File: config.mk
export PLATFORM = sky130hd
export DESIGN_NAME = snes_reset_seq_flat
export DESIGN_NICKNAME = d
export VERILOG_FILES = /design/src/rtl/snes_clk_pkg.sv /design/src/rtl/snes_reset_seq_if.sv /design/src/rtl/sync_debounce.sv /design/src/rtl/snes_reset_seq.sv /design/src/flat_wrapper.sv
export SDC_FILE = /design/constraint.sdc
export NUM_CORES = 1
export LEC_CHECK = 0
export ABC_AREA = 1
export ABC_CLOCK_PERIOD_IN_PS = 3900
export BUFFER_PORTS_ARGS = -buffer_cell sky130_fd_sc_hd__buf_2
export CAP_MARGIN = 5
export CELL_PAD_IN_SITES_DETAIL_PLACEMENT = 1
export CELL_PAD_IN_SITES_GLOBAL_PLACEMENT = 1
export CORE_MARGIN = 5
export CORE_UTILIZATION = 25
export DETAILED_ROUTE_END_ITERATION = 10
export PLACE_DENSITY_LB_ADDON = 0.1
export SLEW_MARGIN = 30
export SYNTH_ARGS = -nofsm -noshare
export SYNTH_HDL_FRONTEND = slang
export SYNTH_HIERARCHICAL = 1
export SYNTH_SLANG_ARGS = --single-unit
File: constraint.sdc
create_clock -name clk -period 3.9 [get_ports clk]
set_clock_uncertainty 0.15 [all_clocks]
set_input_delay 0 -clock clk [delete_from_list [all_inputs] [get_ports clk]]
set_output_delay 0 -clock clk [all_outputs]
set_load 0.005 [all_outputs]
File: src/rtl/snes_clk_pkg.sv
// Shared state encoding and timing defaults for the SNES reset sequencer.
// The debug overlay decodes state_dbg using state_e from here.
package snes_clk_pkg;

  typedef enum logic [2:0] {
    IDLE       = 3'd0,
    WAIT_LOCK  = 3'd1,
    SDRAM_INIT = 3'd2,
    CORE_HOLD  = 3'd3,
    RUN        = 3'd4,
    FAULT      = 3'd5
  } state_e;

  localparam int DEF_LOCK_STABLE_CYCLES = 1024;
  localparam int DEF_DEBOUNCE_CYCLES    = 65536;
  localparam int DEF_INIT_TIMEOUT       = 1000000;
  localparam int DEF_CORE_HOLD_CYCLES   = 16;
  localparam int DEF_FAULT_RETRY_CYCLES = 4096;

  typedef struct packed {
    logic       req;
    logic       core_resetn;
    logic       ready;
    logic       fault;
    logic [2:0] state_dbg;
  } seq_out_t;

  function automatic int imax(int a, int b);
    return (a > b) ? a : b;
  endfunction

  // Output levels implied by a state; registered by the sequencer.
  function automatic seq_out_t decode(state_e s);
    seq_out_t o;
    o           = '0;
    o.state_dbg = s;
    case (s)
      SDRAM_INIT: o.req = 1'b1;
      RUN: begin
        o.core_resetn = 1'b1;
        o.ready       = 1'b1;
      end
      FAULT:      o.fault = 1'b1;
      default:    ;
    endcase
    return o;
  endfunction

endpackage

File: src/rtl/snes_reset_seq_if.sv
// Lock/button/SDRAM handshake and status bundle around the reset sequencer.
interface snes_reset_seq_if;
  logic       pll_lock;
  logic       btn_reset;
  logic       sdram_init_done;
  logic       sdram_init_req;
  logic       core_resetn;
  logic       ready;
  logic       fault;
  logic [2:0] state_dbg;

  modport master (
    input  pll_lock, btn_reset, sdram_init_done,
    output sdram_init_req, core_resetn, ready, fault, state_dbg
  );

  modport slave (
    output pll_lock, btn_reset, sdram_init_done,
    input  sdram_init_req, core_resetn, ready, fault, state_dbg
  );
endinterface

File: src/rtl/sync_debounce.sv
// 2-flop synchroniser followed by a steady-count filter; level and rise pulse
// change together once the input has differed for DEBOUNCE_CYCLES samples.
module sync_debounce #(
  parameter int DEBOUNCE_CYCLES = 65536
) (
  input  logic clk,
  input  logic resetn,
  input  logic din,
  output logic level,
  output logic rise
);
  localparam int CW = $clog2(DEBOUNCE_CYCLES) + 1;

  logic [1:0]    sync;
  logic [CW-1:0] cnt;

  always_ff @(posedge clk or negedge resetn) begin
    if (!resetn) begin
      sync  <= '0;
      cnt   <= '0;
      level <= 1'b0;
      rise  <= 1'b0;
    end else begin
      sync <= {sync[0], din};
      rise <= 1'b0;
      if (sync[1] == level) begin
        cnt <= '0;
      end else if (cnt == CW'(DEBOUNCE_CYCLES - 1)) begin
        level <= sync[1];
        rise  <= sync[1];
        cnt   <= '0;
      end else begin
        cnt <= cnt + 1'b1;
      end
    end
  end
endmodule

File: src/rtl/snes_reset_seq.sv
// Power-up/reset sequencer: waits for stable PLL lock, handshakes SDRAM init,
// then releases the SNES core; re-sequences on lock loss, button press or init timeout.
module snes_reset_seq
  import snes_clk_pkg::*;
#(
  parameter int LOCK_STABLE_CYCLES = DEF_LOCK_STABLE_CYCLES,
  parameter int DEBOUNCE_CYCLES    = DEF_DEBOUNCE_CYCLES,
  parameter int INIT_TIMEOUT       = DEF_INIT_TIMEOUT,
  parameter int CORE_HOLD_CYCLES   = DEF_CORE_HOLD_CYCLES,
  parameter int FAULT_RETRY_CYCLES = DEF_FAULT_RETRY_CYCLES
) (
  input  logic              clk,
  input  logic              resetn,
  snes_reset_seq_if.master  bus
);
  localparam int CW = $clog2(imax(imax(LOCK_STABLE_CYCLES, INIT_TIMEOUT),
                                  imax(CORE_HOLD_CYCLES, FAULT_RETRY_CYCLES))) + 1;

  logic [1:0]    lk_sync;
  logic          lk, db, press, abort;
  state_e        state;
  logic [CW-1:0] dwell, lock_cnt;
  seq_out_t      outs;

  always_ff @(posedge clk or negedge resetn) begin
    if (!resetn) lk_sync <= '0;
    else         lk_sync <= {lk_sync[0], bus.pll_lock};
  end
  assign lk = lk_sync[1];

  sync_debounce #(.DEBOUNCE_CYCLES(DEBOUNCE_CYCLES)) u_btn (
    .clk    (clk),
    .resetn (resetn),
    .din    (bus.btn_reset),
    .level  (db),
    .rise   (press)
  );

  // Lock loss or a button press restarts from WAIT_LOCK from any active state.
  assign abort = (state != IDLE) && (!lk || press);

  always_ff @(posedge clk or negedge resetn) begin
    if (!resetn) begin
      state    <= IDLE;
      dwell    <= '0;
      lock_cnt <= '0;
      outs     <= '0;
    end else begin
      // Aborts pull outputs to their WAIT_LOCK levels on the same edge as the state.
      outs  <= decode(abort ? WAIT_LOCK : state);
      dwell <= (&dwell) ? dwell : dwell + 1'b1;
      if (abort) begin
        state    <= WAIT_LOCK;
        dwell    <= '0;
        lock_cnt <= '0;
      end else begin
        case (state)
          IDLE: begin
            state <= WAIT_LOCK;
            dwell <= '0;
          end
          WAIT_LOCK: begin
            // A held button keeps the lock count parked at zero.
            if (db) begin
              lock_cnt <= '0;
            end else if (lock_cnt == CW'(LOCK_STABLE_CYCLES - 1)) begin
              state    <= SDRAM_INIT;
              dwell    <= '0;
              lock_cnt <= '0;
            end else begin
              lock_cnt <= (&lock_cnt) ? lock_cnt : lock_cnt + 1'b1;
            end
          end
          SDRAM_INIT: begin
            // dwell==0 is the entry cycle: done may still be stale from a previous init.
            if (dwell != '0 && bus.sdram_init_done) begin
              state <= CORE_HOLD;
              dwell <= '0;
            end else if (dwell >= CW'(INIT_TIMEOUT - 1)) begin
              state <= FAULT;
              dwell <= '0;
            end
          end
          CORE_HOLD: begin
            if (dwell >= CW'(CORE_HOLD_CYCLES - 1)) begin
              state <= RUN;
              dwell <= '0;
            end
          end
          RUN: ;
          FAULT: begin
            if (dwell >= CW'(FAULT_RETRY_CYCLES - 1)) begin
              state <= WAIT_LOCK;
              dwell <= '0;
            end
          end
          default: begin
            state <= IDLE;
            dwell <= '0;
          end
        endcase
      end
    end
  end

  assign bus.sdram_init_req = outs.req;
  assign bus.core_resetn    = outs.core_resetn;
  assign bus.ready          = outs.ready;
  assign bus.fault          = outs.fault;
  assign bus.state_dbg      = outs.state_dbg;

endmodule

File: src/flat_wrapper.sv
// flat-port wrapper written by rule: the top's interface ports become plain ports
module snes_reset_seq_flat import snes_clk_pkg::*;
#(
  parameter int LOCK_STABLE_CYCLES = DEF_LOCK_STABLE_CYCLES,
  parameter int DEBOUNCE_CYCLES    = DEF_DEBOUNCE_CYCLES,
  parameter int INIT_TIMEOUT       = DEF_INIT_TIMEOUT,
  parameter int CORE_HOLD_CYCLES   = DEF_CORE_HOLD_CYCLES,
  parameter int FAULT_RETRY_CYCLES = DEF_FAULT_RETRY_CYCLES
)
  (clk, resetn, bus_pll_lock, bus_btn_reset, bus_sdram_init_done, bus_sdram_init_req, bus_core_resetn, bus_ready, bus_fault, bus_state_dbg);
  snes_reset_seq_if bus_i ();
  input  logic clk;
  input  logic resetn;
  input wire logic [$bits(bus_i.pll_lock)-1:0] bus_pll_lock;
  input wire logic [$bits(bus_i.btn_reset)-1:0] bus_btn_reset;
  input wire logic [$bits(bus_i.sdram_init_done)-1:0] bus_sdram_init_done;
  output wire logic [$bits(bus_i.sdram_init_req)-1:0] bus_sdram_init_req;
  output wire logic [$bits(bus_i.core_resetn)-1:0] bus_core_resetn;
  output wire logic [$bits(bus_i.ready)-1:0] bus_ready;
  output wire logic [$bits(bus_i.fault)-1:0] bus_fault;
  output wire logic [$bits(bus_i.state_dbg)-1:0] bus_state_dbg;
  assign bus_i.pll_lock = bus_pll_lock;
  assign bus_i.btn_reset = bus_btn_reset;
  assign bus_i.sdram_init_done = bus_sdram_init_done;
  assign bus_sdram_init_req = bus_i.sdram_init_req;
  assign bus_core_resetn = bus_i.core_resetn;
  assign bus_ready = bus_i.ready;
  assign bus_fault = bus_i.fault;
  assign bus_state_dbg = bus_i.state_dbg;
  snes_reset_seq #(.LOCK_STABLE_CYCLES(LOCK_STABLE_CYCLES), .DEBOUNCE_CYCLES(DEBOUNCE_CYCLES), .INIT_TIMEOUT(INIT_TIMEOUT), .CORE_HOLD_CYCLES(CORE_HOLD_CYCLES), .FAULT_RETRY_CYCLES(FAULT_RETRY_CYCLES)) u_core (.clk(clk), .resetn(resetn), .bus(bus_i));
endmodule
Yosys cells after proc, flatten, opt, wreduce, memory -nomap -nowiden. Cells that the tools add are included.

Logic and storage cells: 81. Flip-flop bits (word level): 75.

Bitwise logic cells: 1. Order comparisons: 3. Mux-type cells: 30. Reduce and logical (&&, ||, !) cells: 13. $add $sub $neg: 3. Equal/unequal tests: 18.

Operators by type and width (count): two-way mux 21 bit (13); case mux 21 bit (5 select lines) (1); adder 21 x 1 -> 21 bit (second input constant) (2); AND reduction 21 bit (2); two-way mux 17 bit (2); two-way mux 3 bit (8); equality test 21 x 10 -> 1 bit (second input constant) (1); greater-or-equal comparator 21 x 12 -> 1 bit (second input constant) (1); greater-or-equal comparator 21 x 20 -> 1 bit (second input constant) (1); greater-or-equal comparator 21 x 4 -> 1 bit (second input constant) (1); nonzero test 21 bit (1); case mux 3 bit (6 select lines) (1); adder 17 x 1 -> 17 bit (second input constant) (1); equality test 17 x 16 -> 1 bit (second input constant) (1); equality test 3 bit (second input constant) (4); equality test 3 x 2 -> 1 bit (second input constant) (3); != test 3 x 1 -> 1 bit (second input constant) (3); AND reduction 6 bit (1); two-way mux 1 bit (4); != test 4 x 1 -> 1 bit (second input constant) (1); != test 4 x 2 -> 1 bit (second input constant) (1); AND reduction 2 bit (2); equality test 3 x 1 -> 1 bit (second input constant) (1); logical NOT 3 bit (1); 10 further kinds (11).

Logic depth before layout (Yosys ltp).
Depth in word-level cells: 6. Mapped depth: 13. Mapped depth without buffers: 12.

Modules after synthesis. The synthesis kept the hierarchy.

Modules (own cells, without submodules): snes_reset_seq (area each 3619.7 um^2, times used 1, cells each 541); sync_debounce (area each 1096.1 um^2, times used 1, cells each 140).

Worst setup path after synthesis. OpenSTA, ideal clock, no wires.

Path kind: register -> register. From: register u_core.dwell[1]. To: register u_core.dwell[1]. Data required time: 3.627 ns. Library setup time: 0.123 ns. Data arrival time: 1.599 ns. Slack: 2.029 ns. Stages on the path, launching flop included: 14. Cells stage by stage: dfrtp_1 -> ha_1 -> nand2_2 -> nor2_2 -> nand2_1 -> nor2_1 -> nand2_1 -> nand3_1 -> nand2_1 -> nor2_4 -> nand2_4 -> nand2_4 -> buf_12 -> nor2_2.

Word-level cells in the longest chain between the ends: 6.

RTL lines: from (decl) (line snes_reset_seq.sv:22) `logic [CW-1:0] dwell, lock_cnt;`; from (signal assigned) (line snes_reset_seq.sv:51) `dwell <= (&dwell) ? dwell : dwell + 1'b1;`; adder 21 x 1 -> 21 bit or AND reduction 21 bit (tied branches) (line snes_reset_seq.sv:51); two-way mux 21 bit (line snes_reset_seq.sv:51); two-way mux 21 bit, on equally long branches (line snes_reset_seq.sv:79, snes_reset_seq.sv:66); two-way mux 21 bit, on equally long branches (line snes_reset_seq.sv:76, snes_reset_seq.sv:64); case mux 21 bit (5 select lines) (*) (line snes_reset_seq.sv:57) `case (state)`; two-way mux 21 bit (*) (line snes_reset_seq.sv:52) `if (abort) begin`.

Mark *: on every way between the ends. The rest lies on a longest branch, timed or not. A chain may end at the register's enable or synchronous reset.

Final worst setup path.
From: register u_core.state[0]. To: register u_core.lock_cnt[7].

Word-level cells in the longest chain between the ends: 4.

RTL lines: from (decl) (line snes_reset_seq.sv:21) `state_e state;`; from (signal assigned) (line snes_reset_seq.sv:44) `state <= IDLE;`; from (signal assigned) (line snes_reset_seq.sv:53) `state <= WAIT_LOCK;`; from (signal assigned) (line snes_reset_seq.sv:59) `state <= WAIT_LOCK;`; nonzero test 3 bit (line snes_reset_seq.sv:40) `assign abort = (state != IDLE) && (!lk || press);`; logical AND 1 bit (line snes_reset_seq.sv:40); != test 4 x 2 -> 1 bit (no line) or nonzero test 2 bit (tied branches); AND reduction 2 bit (no line); to (signal assigned) (line snes_reset_seq.sv:71) `lock_cnt <= (&lock_cnt) ? lock_cnt : lock_cnt + 1'b1;`; to (decl) (line snes_reset_seq.sv:22).

Several ways; a longest one is shown, not always the timed one.

==> results.yml <==
floorplan:
  num_rows: 50
  start_util_pct: 25.3
  die_x_um: 147
  die_h_um: 147
  dieArea_mm2: 0.0217
  coreArea_mm2: 0.0186
  io_pins: 12
setup_path:
  critPathKind: "reg2reg"
  cp_max_fo: 26
  crit_path_start: "u_core/state[0]"
  reg2reg_from: "u_core/state[0]"
  reg2reg_slack_ns: 1.59
  crit_required_ns: 3.97
  end_kind: "register"
  start_kind: "register"
  arrival_ns: 2.39
clock_network:
  clk_latency_ns: 0.35
  postCtsResizedCells: 0
  clockBufferDepth: 2
  cts_max_level: 3
  numCtsBuffers: 9
  path_clk_slew_ns: 0.06
  cts_tree: "done"
  cts_setup_buffers: 0
  clockRootBuffer: "clkbuf_16"
  clkSinkCount: 74
final_layout:
  syn2layout_area_growth_pct: 12.7
  n_antenna_cell: 0
  multiInputGateArea_mm2: 0.00243
  fillCellCount: 2342
  seqCellArea_mm2: 0.00185
  final_util_pct: 28.5
  drive_gt1_share_pct: 10.8
  finalInstanceArea_mm2: 0.00531
  nets: 709
detailed_routing:
  drtAntennaViolNets: 0
  wl_met1_um: 6830
  wl_met3_um: 281
  vias: 4262
  viasPerCell: 4.54
  wl_um: 13900
  routedWlPerCell_um: 14.8
  firstDrtPassIters: 4
  route.met2.wl_um: 6560
  highest_layer: "met4"
  drc: 0
  drt-initial-drc-count: 207
yosys:
  yosys-top-cells-area: "dfrtp_1, nand2_1, nor2_1, inv_1, nand3_1"
  seq_area_frac_synth_pct: 39.3
  synth_most_common_cell: "nand2_1"
  synth_warnings: 6
  ys_ff_latch: 74
  synth_common_cells: "nand2_1, nor2_1, inv_1"
  ys.flop_type: "dfrtp_1"
  avgSynthCellArea_um2: 6.92
  syn_inst: 681
  synth_area_mm2: 0.00472
  yosysTopAreaCellShare_pct: 39.3
  syn_nets: 690
  yosys.area.top_type: "dfrtp_1"
  yosysUniqueCellTypes: 35
  synth-edff-count: 0
  ys_async_sr_fraction_pct: 100
sta:
  min_period_over_period_pct: 59.3
  slew_headroom_pct: 51.1
  tightest_slew_ns: 0.734
  setup_viol: 0
  rsz0062_at_grt: "no"
  tns_ns: 0
  fmax_mhz: 432
  slew_violations: 0
  hold_viol: 0
  period_needed_ns: 2.31
global_routing:
  grtUsageTotal_pct: 13.7
  grt_pass1_wl_um: 23700
  grt_max_degree: 75
  grt_pass1_vias: 4674
  gr-total-overflow: 0
  antenna_found_initial: 0
hold_path:
  hp-class: "in2async"
place:
  postPlaceCellArea_mm2: 0.00500
  io_buffers: 11
  gp_congestion: 0.817
  hpwl_um: 10500
power_and_ir_drop:
  power.leakage_nw: 2.45
  p_total_mw: 1.65
  ir_worst_vdd_mv: 0.181
  power-per-cell-area_mw_per_mm2: 311
flow_run:
  cap_viol_max_count: 0
run_status:
  outcome: "finished clean"
-- state kept, by name (all words and copies together), names as in the netlist, 2 cells and up --
| register | count |
|---|---|
| u_core/u_btn/cnt | 17 |
| u_core/bus.state_dbg | 3 |
| u_core/u_btn/sync | 2 |
| u_core/state | 3 |
| u_core/dwell | 21 |
| u_core/lk_sync | 2 |
| u_core/lock_cnt | 21 |
-- through the flow --
stage          hold WS, ns  setup WS [ns]  std cells
2_1_floorplan       -0.446           2.03        681
5_1_grt              0.156           1.32        938
4_1_cts              0.142           1.53        938
6_report            0.0994           1.59        938
3_5_place_dp       -0.0420           1.54        919
3_3_place_gp       -0.0393           1.60        919
-- kinds of logic after synthesis --
kind of cell	after synthesis	synth area share, %
AND/OR/NAND/NOR	424	40.0
buffers and inverters	104	9.13
adder cells (fa/ha/maj)	4	1.06
AO/OA/AOI/OAI	53	6.26
XOR/XNOR	22	4.25
flip-flops	74	39.3
-- final timing paths --
kind / end / cells past startpoint
worst max-delay path: u_core/lock_cnt[7] / 10
worst min-delay path: u_core/u_btn/cnt[15] / 2
worst max register to register: u_core/lock_cnt[7] / 10
worst min register to register: u_core/u_btn/sync[1] / 0
max in group asynchronous: u_core/lock_cnt[18] / 2
min in group clk: u_core/u_btn/sync[0] / 2
-- where the power goes --
group / total (mW) / switching, mW / internal (mW)
clock network: 0.792 / 0.350 / 0.443
logic: 0.0712 / 0.0505 / 0.0208
registers: 0.789 / 0.0113 / 0.777
-- worst max-delay path, stage by stage (launching register included) --
cell and delay (ns):
dfrtp_1 0.39, inv_1 0.11, nand2_2 0.09, o21ai_4 0.41, inv_2 0.10, nor2_1 0.14
nand3_2 0.12, nand2_4 0.25, inv_2 0.21, nand3_1 0.12, o21ai_1 0.07
-- what timing repair did --
item / 4_1_cts / 5_1_grt
hold endpoints to repair: 78 / 0
hold buffers: 4 / 0
endpoints found under the setup margin: 0 / 0
-- cell type report --
type / instances / share of cell area, %
Multi-Input combinational cell: 503 / 45.8
Sequential cell: 74 / 34.8
Inverter: 97 / 6.85
Tap cell: 234 / 5.51
Clock buffer: 10 / 4.50
Timing Repair Buffer: 15 / 1.91
Clock inverter: 5 / 0.589
-- cell usage in the layout (no fill, tap or decap), types with 2 or more instances in the layout --
master         instances
nand2_1              169
nor2_1               132
inv_1                 90
dfrtp_1               74
nand3_1               52
o21ai_0               26
nor2_2                21
nand4_1               19
xor2_1                18
a21oi_1               14
buf_2                 10
clkbuf_16              9
nor3_1                 7
nand2_2                6
nand3_2                6
inv_2                  5
dlygate4sd3_1          4
nand2_4                4
o21a_1                 4
o21ai_1                4
ha_1                   4
clkinv_2               3
nor2_4                 3
xnor2_1                3
or2_2                  2
clkinv_1               2
a21o_1                 2
-- metal layers --
layer,vias to the layer above,GRT usage [%]
li1,2165,-
met2,30,23.2
met1,2053,17.4
met4,0,4.80
met3,14,2.53
met5,-,0
Note: power is estimated with default switching activity, not from simulation.
